[config.mk]
export PLATFORM = sky130hd
export DESIGN_NAME = noc_vc_credit_tx
export DESIGN_NICKNAME = d
export VERILOG_FILES = /design/src/rtl/noc_vc_credit_tx.sv
export SDC_FILE = /design/constraint.sdc
export NUM_CORES = 1
export LEC_CHECK = 0
export BUFFER_PORTS_ARGS = -buffer_cell sky130_fd_sc_hd__buf_2
export CAP_MARGIN = 40
export CORE_MARGIN = 3
export CORE_UTILIZATION = 30
export CTS_BUF_LIST = sky130_fd_sc_hd__clkbuf_4
export DETAILED_ROUTE_END_ITERATION = 10
export HOLD_SLACK_MARGIN = 0.02
export PLACE_DENSITY = 0.52
export SYNTH_ARGS = -nofsm -noshare
export SYNTH_HDL_FRONTEND = slang
export SYNTH_SLANG_ARGS = --single-unit
[constraint.sdc]
create_clock -name clk -period 3.2 [get_ports clk]
set_input_delay 0.32 -clock clk [delete_from_list [all_inputs] [get_ports clk]]
set_output_delay 0.32 -clock clk [all_outputs]
set_load 0.01 [all_outputs]
[src/rtl/noc_vc_credit_tx.sv]
// Multi-VC credit-based NoC link transmitter: one FIFO and one credit counter per VC,
// with a round-robin arbiter driving the shared enable/data/vc link from registers.

module noc_vc_credit_lane #(
    parameter int DATA_W  = 16,
    parameter int CREDITS = 4,
    parameter int QDEPTH  = 4
) (
    input  logic              clk,
    input  logic              rst,
    input  logic              push,
    input  logic [DATA_W-1:0] wdata,
    input  logic              pop,
    input  logic              credit,
    output logic              ready,
    output logic              nonempty,
    output logic              has_cred,
    output logic [DATA_W-1:0] head,
    output logic              cerr
);
    localparam int AW = $clog2(QDEPTH);
    localparam int CW = $clog2(CREDITS + 1);
    localparam logic [AW:0]   FULL = (AW + 1)'(QDEPTH);
    localparam logic [CW-1:0] CMAX = CW'(CREDITS);

    logic [DATA_W-1:0] mem [QDEPTH];
    logic [AW-1:0]     wp, rp;
    logic [AW:0]       cnt;
    logic [CW-1:0]     cred;

    assign ready    = (cnt != FULL);
    assign nonempty = (cnt != '0);
    assign has_cred = (cred != '0);
    assign head     = mem[rp];
    // A returned credit only overflows when no grant consumes one on the same edge.
    assign cerr     = credit & ~pop & (cred == CMAX);

    always_ff @(posedge clk)
        if (push) mem[wp] <= wdata;

    always_ff @(posedge clk or posedge rst) begin
        if (rst) begin
            wp   <= '0;
            rp   <= '0;
            cnt  <= '0;
            cred <= CMAX;
        end else begin
            if (push) wp <= wp + 1'b1;
            if (pop)  rp <= rp + 1'b1;
            case ({push, pop})
                2'b10:   cnt <= cnt + 1'b1;
                2'b01:   cnt <= cnt - 1'b1;
                default: cnt <= cnt;
            endcase
            case ({pop, credit})
                2'b10:   cred <= cred - 1'b1;
                2'b01:   if (cred != CMAX) cred <= cred + 1'b1;
                default: cred <= cred;
            endcase
        end
    end
endmodule

module noc_vc_credit_tx #(
    parameter int DATA_W  = 16,
    parameter int NUM_VC  = 2,
    parameter int CREDITS = 4,
    parameter int QDEPTH  = 4,
    parameter int VC_W    = (NUM_VC > 1) ? $clog2(NUM_VC) : 1
) (
    input  logic                     clk,
    input  logic                     rst,
    input  logic [NUM_VC-1:0]        in_valid,
    input  logic [NUM_VC*DATA_W-1:0] in_data,
    output logic [NUM_VC-1:0]        in_ready,
    output logic                     enable,
    output logic [DATA_W-1:0]        data,
    output logic [VC_W-1:0]          vc,
    input  logic [NUM_VC-1:0]        credit,
    output logic                     credit_err
);
    logic [NUM_VC-1:0]             push, ready, nonempty, has_cred, elig, gnt, cerr;
    logic [NUM_VC-1:0][DATA_W-1:0] heads;
    logic [2*NUM_VC-1:0]           dbl;
    logic [NUM_VC-1:0]             rot;
    logic [VC_W-1:0]               last_grant, gvc;
    logic [DATA_W-1:0]             gdata;
    logic                          any;

    assign in_ready = ready;
    assign push     = in_valid & ready;
    assign elig     = nonempty & has_cred;

    for (genvar v = 0; v < NUM_VC; v++) begin : g_lane
        noc_vc_credit_lane #(.DATA_W(DATA_W), .CREDITS(CREDITS), .QDEPTH(QDEPTH)) u_lane (
            .clk     (clk),
            .rst     (rst),
            .push    (push[v]),
            .wdata   (in_data[v*DATA_W +: DATA_W]),
            .pop     (gnt[v]),
            .credit  (credit[v]),
            .ready   (ready[v]),
            .nonempty(nonempty[v]),
            .has_cred(has_cred[v]),
            .head    (heads[v]),
            .cerr    (cerr[v])
        );
    end

    // Rotate eligibility so bit 0 is the VC after last_grant; first set bit wins.
    always_comb begin
        int sel;
        sel   = 0;
        any   = 1'b0;
        gvc   = '0;
        gnt   = '0;
        gdata = '0;
        dbl   = {elig, elig} >> (int'(last_grant) + 1);
        rot   = dbl[NUM_VC-1:0];
        for (int i = 0; i < NUM_VC; i++) begin
            if (!any && rot[i]) begin
                any = 1'b1;
                sel = int'(last_grant) + 1 + i;
                if (sel >= NUM_VC) sel = sel - NUM_VC;
            end
        end
        for (int v = 0; v < NUM_VC; v++) begin
            if (any && sel == v) begin
                gnt[v] = 1'b1;
                gdata  = heads[v];
            end
        end
        gvc = VC_W'(sel);
    end

    always_ff @(posedge clk or posedge rst) begin
        if (rst) begin
            enable     <= 1'b0;
            data       <= '0;
            vc         <= '0;
            last_grant <= VC_W'(NUM_VC - 1);
            credit_err <= 1'b0;
        end else begin
            enable <= any;
            if (any) begin
                data       <= gdata;
                vc         <= gvc;
                last_grant <= gvc;
            end
            if (|cerr) credit_err <= 1'b1;
        end
    end
endmodule
=== Word-level counts from Yosys, hierarchy flattened ===
Memories as Yosys holds them, arrays and structs flattened.
Index checks and enable logic that the tools add are counted.

* $lt $le $gt $ge: 2
* Bitwise operators: 8
* Reductions and logical operators: 16
* Add/sub/neg operators: 16
* Equal/unequal tests: 17
* Shift-type cells: 1
* Mux-type cells: 20

{| class="wikitable"
|+ Operators with widths
! kind !! count
|-
| $mux 32 || 4
|-
| $eq 32x2->1 const B || 1
|-
| $ge 32x3->1 const B || 1
|-
| $logic_not 32->1 || 1
|-
| $mux 16 || 2
|-
| $shr 4x32->2 || 1
|-
| $sub 32x3->32 const B || 1
|-
| $pmux 3 s2 || 4
|-
| $add 3x1->3 const B || 4
|-
| $ne 3x3->1 const B || 4
|-
| $reduce_bool 3->1 || 4
|-
| $sub 3x1->3 const B || 4
|-
| $add 2x1->2 const B || 4
|-
| $eq 2x1->1 const B || 4
|-
| $eq 2x2->1 const B || 4
|-
| $mux 1 || 8
|-
| $reduce_bool 2->1 || 4
|-
| $eq 3x3->1 const B || 2
|-
| $mux 3 || 2
|-
| $and 1x1->1 || 4
|-
| $and 2x2->2 || 2
|-
| $ne 2x1->1 const B || 2
|-
| $reduce_and 2->1 || 2
|-
| $sub 3x2->4 const B || 1
|-
| 7 further kinds || 10
|}

* Logic and storage cells: 95
* Output and inout bits: 21
* Bits in registers: 40
* Memories kept: 2
* Memory bits (writable): 128

{| class="wikitable"
|+ Memories
! name !! words !! bits a word !! rd ports !! clocked after Yosys merged registers in !! write ports !! line !! source
|-
| g_lane[0].u_lane.mem || 4 || 16 || 1 || 0 || 1 || 26 || <nowiki>logic [DATA_W-1:0] mem [QDEPTH];</nowiki>
|-
| g_lane[1].u_lane.mem || 4 || 16 || 1 || 0 || 1 || 26 ||
|}

=== Logic depth before layout (Yosys ltp) ===
* Word-level depth: 14
* Depth in mapped cells: 11
* Gate-level depth less buffers: 10

=== Hierarchy ===
A second synthesis with hierarchy kept.

* Cell total of the unflattened synthesis: 390
* Area, all modules: 7078.0 um^2

{| class="wikitable"
|+ Modules (own cells, without submodules)
! module !! area each (um^2) !! times used !! cells each !! sequential area each (um^2)
|-
| noc_vc_credit_lane || 2994.1 || 2 || 149 || 2173.3
|-
| noc_vc_credit_tx || 1089.8 || 1 || 92 || 501.7
|}

=== Worst setup path before layout ===
Ideal clock, no wire load.

* Path type: reg-to-reg
* From: register g_lane[0].u_lane.cred[0]
* To: register g_lane[0].u_lane.cnt[2]
* Setup time: 0.125 ns
* Data arrival time: 2.400 ns
* Cell stages (with the launch flop): 11
* Buffers on the path: 1
* Clock period less this slack: 2.526 ns
* Path slack: 0.674 ns
* Path through: dfrtp_1 > or3_1 > a311o_2 > nand2_2 > inv_2 > buf_6 > ha_1 > fa_1 > xnor2_1 > nor2_1 > xor2_1

* Cells in the longest elaborated chain, start to end: 12
* Elaborated cells between the ends (all ways): 16
* Classes of those cells: eq/ne: 2; shift: 1; mux: 6; bitwise: 1; reduce/logical: 6

{| class="wikitable"
|+ RTL lines
! element !! line !! source
|-
| start: declaration || 29 || <nowiki>logic [CW-1:0] cred;</nowiki>
|-
| start signal: assignment || 56 || <nowiki>2'b10: cred <= cred - 1'b1;</nowiki>
|-
| start signal: assignment || 57 || <nowiki>2'b01: if (cred != CMAX) cred <= cred + 1'b1;</nowiki>
|-
| start signal: assignment || 58 || <nowiki>default: cred <= cred;</nowiki>
|-
| $reduce_bool 3->1 (*) || 33 || <nowiki>assign has_cred = (cred != '0);</nowiki>
|-
| $and 2x2->2 (*) || 92 || <nowiki>assign elig = nonempty & has_cred;</nowiki>
|-
| $shr 4x32->2 (*) || 118 || <nowiki>dbl = {elig, elig} >> (int'(last_grant) + 1);</nowiki>
|-
| $mux 1 || 121 || <nowiki>if (!any && rot[i]) begin</nowiki>
|-
| $logic_not 1->1 || 121 ||
|-
| $logic_and 1x1->1 || 121 ||
|-
| $mux 32 || 121 ||
|-
| $logic_not 32->1 || 128 || <nowiki>if (any && sel == v) begin</nowiki>
|-
| $logic_and 1x1->1 (*) || 128 ||
|-
| $mux 1 (*) || 128 ||
|-
| via g_lane[0].u_lane.pop || 13 || <nowiki>input logic pop,</nowiki>
|-
| $eq 2x1->1 / $eq 2x2->1 (equally long branches) || 50 || <nowiki>case ({push, pop})</nowiki>
|-
| $pmux 3 s2 / $reduce_bool 2->1 (equally long branches) || -- ||
|-
| end signal: assignment || 51 || <nowiki>2'b10: cnt <= cnt + 1'b1;</nowiki>
|-
| end signal: assignment || 52 || <nowiki>2'b01: cnt <= cnt - 1'b1;</nowiki>
|-
| end signal: assignment || 53 || <nowiki>default: cnt <= cnt;</nowiki>
|-
| end: declaration || 28 || <nowiki>logic [AW:0] cnt;</nowiki>
|}

The timed path passes the listed nets; every way through them passes the cells marked *.
A chain may end at the register's enable or synchronous reset.

=== Final worst setup path ===
* From: register g_lane[1].u_lane.cnt[0]
* To: register g_lane[0].u_lane.cnt[2]

* Cells in the longest elaborated chain, start to end: 12
* Elaborated cells between the ends (all ways): 16
* Classes of those cells: eq/ne: 2; shift: 1; mux: 6; bitwise: 1; reduce/logical: 6

{| class="wikitable"
|+ RTL lines
! element !! line !! source
|-
| start: declaration || 28 ||
|-
| start signal: assignment || 51 ||
|-
| start signal: assignment || 52 ||
|-
| start signal: assignment || 53 ||
|-
| $reduce_bool 3->1 (*) || 32 || <nowiki>assign nonempty = (cnt != '0);</nowiki>
|-
| $and 2x2->2 (*) || 92 ||
|-
| $shr 4x32->2 (*) || 118 ||
|-
| $mux 1 || 121 ||
|-
| $logic_not 1->1 || 121 ||
|-
| $logic_and 1x1->1 || 121 ||
|-
| $mux 32 || 121 ||
|-
| $logic_not 32->1 || 128 ||
|-
| $logic_and 1x1->1 (*) || 128 ||
|-
| $mux 1 (*) || 128 ||
|-
| $eq 2x1->1 / $eq 2x2->1 (equally long branches) || 50 ||
|-
| $pmux 3 s2 / $reduce_bool 2->1 (equally long branches) || -- ||
|}

Mark *: on every way between the ends. The rest lies on a longest branch, timed or not.

==> flow_metrics.tcl <==
set metrics [dict create \
    synth-seq-cells 168 \
    yosys-top-cells-area "edfxtp_1, dfrtp_1, mux4_2, ha_1, nand2_1" \
    min_path_type "input pin to flip-flop" \
    synth-async-reset-ratio_pct 23.8 \
    via_per_inst 4.64 \
    instances_no_fill 773 \
    worst_hold_slack_ns 0.102 \
    ff2ff_setup_slack_ns 0.59 \
    synth_xor_area_share_pct 1.84 \
    worstSetupEndpoint "g_lane[0].u_lane.cnt[2]$_DFFE_PP0P_" \
    ctsHoldBuffers 34 \
    path_clk_slew_ns 0.14 \
    grt_start_max_net_pins 38 \
    drc 0 \
    ir_drop_uv 529 \
    final_antenna_net_count 0 \
    cts-root-buf "clkbuf_4" \
    cts_tree "yes" \
    grt.total_usage_pct 12.2 \
    setup_slack_ns 0.593 \
    finalCriticalPeriod_ns 2.61 \
    postCtsSetupRepairBufs 0 \
    crit_chain "nor3_1, o22a_1, inv_1, nand2_2, inv_2, ha_1, fa_1, xnor2_1, nor2_1, xor2_1" \
    synth-compound-area-share_pct 3.95 \
    wl_mm 13.8 \
    p_leak_nw 2.91 \
    drv_slew 0 \
    cp_slowest_cell "dfrtp_1" \
    synthSimpleGateAreaFrac_pct 5.08 \
    grt_pass1_wl_mm 22.0 \
    r2r-start "g_lane[1].u_lane.cnt[0]$_DFFE_PP0P_" \
    cp.arrival_ns 3.07 \
    die_area_um2 24100 \
    start_util_pct 31.2 \
    syn_area_um2 6680 \
    crit_cells 10 \
    post-place-ws_ns 0.631 \
    critical-path-top-delay-family "adder cells" \
    nets 537 \
    synthMuxAreaShare_pct 11.3 \
    ys_types 39 \
    cts.sinks 168 \
    cap_violations 0 \
    vias 3587 \
    antenna_found_initial 0 \
    worstSetupStartpoint "g_lane[1].u_lane.cnt[0]$_DFFE_PP0P_" \
    avgRoutedWirePerCell_um 17.9 \
    die_w_um 155 \
    synth_nets 428 \
    avgSynthCellArea_um2 17.8 \
    status "finished, final reports clean" \
    cp_data_required_time_ns 3.67 \
    first_iter_violations 192 \
    synth_edf_count 128 \
    critical_path_peak_fanout 13 \
    cts.path.max_buffers 2 \
    path_class "flip-flop to flip-flop" \
    n_fill_cell 1982 \
    io_pins 59 \
    numCtsBuffers 17 \
    area_growth_pct 20.1 \
    syn_inst 376 \
    drive_gt1_share_pct 29.7 \
    finalSetupViolations 0 \
    synthAdderAreaFrac_pct 3.07 \
    finalCritPeriodShare_pct 81.5 \
    rsz0062_at_grt "no" \
    place_hpwl_mm 9.74 \
    timing.fmax_ghz 0.384 \
    cpPeakStageDelay_ns 0.47 \
    htree_levels 4 \
    setup_tns_ns 0 \
    relSlewSlack_pct 45.1 \
    fin_skew_ns 0.0208 \
    cts_resized 0 \
    core_um2 21400 \
    r2r.worst_path.cells 10 \
    fp.dieH_um 155 \
    yosysWarningCount 0 \
    critPathBufInv 2 \
    clk_latency_ns 0.55 \
    tightest_slew_ns 0.824 \
    grt_pass1_vias 3826 \
    num_rows 53 \
    p_per_area_nw_per_um2 939 \
    yosys.area.top_type "edfxtp_1" \
    io_buffer_count 58 \
    place.gp.congestion 0.783 \
    crit_path_start_kind "flip-flop" \
    dp.cells 707 \
    regToRegEndpoint "g_lane[0].u_lane.cnt[2]$_DFFE_PP0P_" \
    synth-main-ff-cell "edfxtp_1" \
    synth_top_family_by_area "multiplexers" \
    yosysSeqAreaShare_pct 72.6 \
    dr.pass1.iters 4 \
    num_antenna_cells 0 \
    grt.overflow.total 0 \
    end_kind "flip-flop" \
    synth_top_area_share_pct 57.6 \
    fin_total_pwr_mw 7.54 \
    hold_viol_final 0 \
]
layout make-up:
cell class | count | area, um^2 | share of cell area (%)
flip-flops and latches | 168 | 4850 | 60.4
multi-input cells | 178 | 1690 | 21.0
clock buffers | 17 | 128 | 1.59
clock inverters | 15 | 129 | 1.61
inverters | 12 | 45.0 | 0.561
well taps | 275 | 344 | 4.29
repair buffers | 108 | 843 | 10.5
power by group:
part	switching [mW]	internal [mW]	total, mW
Clock	0.725	0.388	1.11
Combinational	1.63	1.42	3.06
Sequential	0.355	3.01	3.37
Total	2.71	4.82	7.54
per-stage QoR:
step | utilization (%) | instance area (um^2)
after floorplan | - | 6680
after CTS | 37.5 | 8020
final | 37.5 | 8020
after global routing | 37.5 | 8020
after detailed placement | 34.7 | 7430
after global placement | 33.9 | 7260
flip-flops by register name, indices dropped and copies added, names as in the netlist:
name	cells
g_lane.u_lane.wp	4
g_lane.u_lane.mem	128
data	16
g_lane.u_lane.rp	4
g_lane.u_lane.cred	6
vc	1
g_lane.u_lane.cnt	6
last_grant	1
enable	1
credit_err	1
Yosys cell counts (all sizes together), types with 2 or more instances:
cell type    n
edfxtp     128
dfrtp       37
mux4        32
nand2       31
nor2        23
buf         12
inv         12
xnor2       12
ha          10
and3         8
o22ai        8
a22oi        7
clkbuf       6
a21oi        5
nor3         5
o21ai        5
fa           4
and2         3
dfstp        3
mux2         3
nand3        3
o221ai       3
or3          3
a41oi        2
o22a         2
xor2         2
layer usage:
layer,vias to the layer above,wire [um],global-route usage (%)
met1,1827,6180,16.3
li1,1669,-,-
met3,11,525,3.31
met4,0,122,3.13
met5,-,0,0
met2,80,7000,20.0
how the worst min path moves through the flow:
stage | from | end | depth (start not counted)
global placement | data[5]$_DFFE_PP0P_ | data[5]$_DFFE_PP0P_ | 2
CTS | credit[0] | g_lane[0].u_lane.cred[1]$_DFFE_PP0P_ | 2
detailed placement | rst | g_lane[1].u_lane.wp[0]$_DFFE_PP0P_ | 2
global route | credit[0] | g_lane[0].u_lane.cred[1]$_DFFE_PP0P_ | 2
finish | credit[0] | g_lane[0].u_lane.cred[1]$_DFFE_PP0P_ | 2
floorplan | credit[1] | g_lane[1].u_lane.cred[0]$_DFFE_PP0P_ | 1
cell families (layout without fill, tap and decap cells):
group	after synthesis	after routing
AO/OA/AOI/OAI	38	38
adder cells (fa/ha/maj)	14	14
buffers and inverters	30	152
AND/OR/NAND/NOR	77	77
multiplexers	35	35
flip-flops	168	168
XOR/XNOR	14	14
worst reg2reg max path, stage by stage (launching register included):
cell     delay, ns
dfrtp_1       0.47
nor3_1        0.38
o22a_1        0.22
inv_1         0.17
nand2_2       0.13
inv_2         0.11
ha_1          0.26
fa_1          0.38
xnor2_1       0.14
nor2_1        0.11
xor2_1        0.16
cell usage in the layout, fill, tap and decap left out, types with 2 or more instances in the layout:
| cell | n |
|---|---|
| a21oi_1 | 5 |
| a22oi_1 | 7 |
| a41oi_1 | 2 |
| and2_1 | 3 |
| and3_1 | 8 |
| buf_2 | 58 |
| buf_4 | 6 |
| buf_8 | 8 |
| clkbuf_4 | 17 |
| clkinv_1 | 3 |
| clkinv_2 | 3 |
| clkinv_4 | 3 |
| clkinvlp_4 | 2 |
| dfrtp_1 | 37 |
| dfstp_2 | 3 |
| dlygate4sd3_1 | 34 |
| edfxtp_1 | 128 |
| fa_1 | 4 |
| ha_1 | 10 |
| inv_1 | 9 |
| inv_2 | 3 |
| inv_8 | 2 |
| mux2_2 | 3 |
| mux4_2 | 32 |
| nand2_1 | 30 |
| nand3_1 | 3 |
| nor2_1 | 23 |
| nor3_1 | 5 |
| o21ai_0 | 4 |
| o221ai_1 | 3 |
| o22a_1 | 2 |
| o22ai_1 | 8 |
| or3_1 | 3 |
| xnor2_1 | 12 |
| xor2_1 | 2 |
Note: power is estimated with default switching activity, not from simulation.
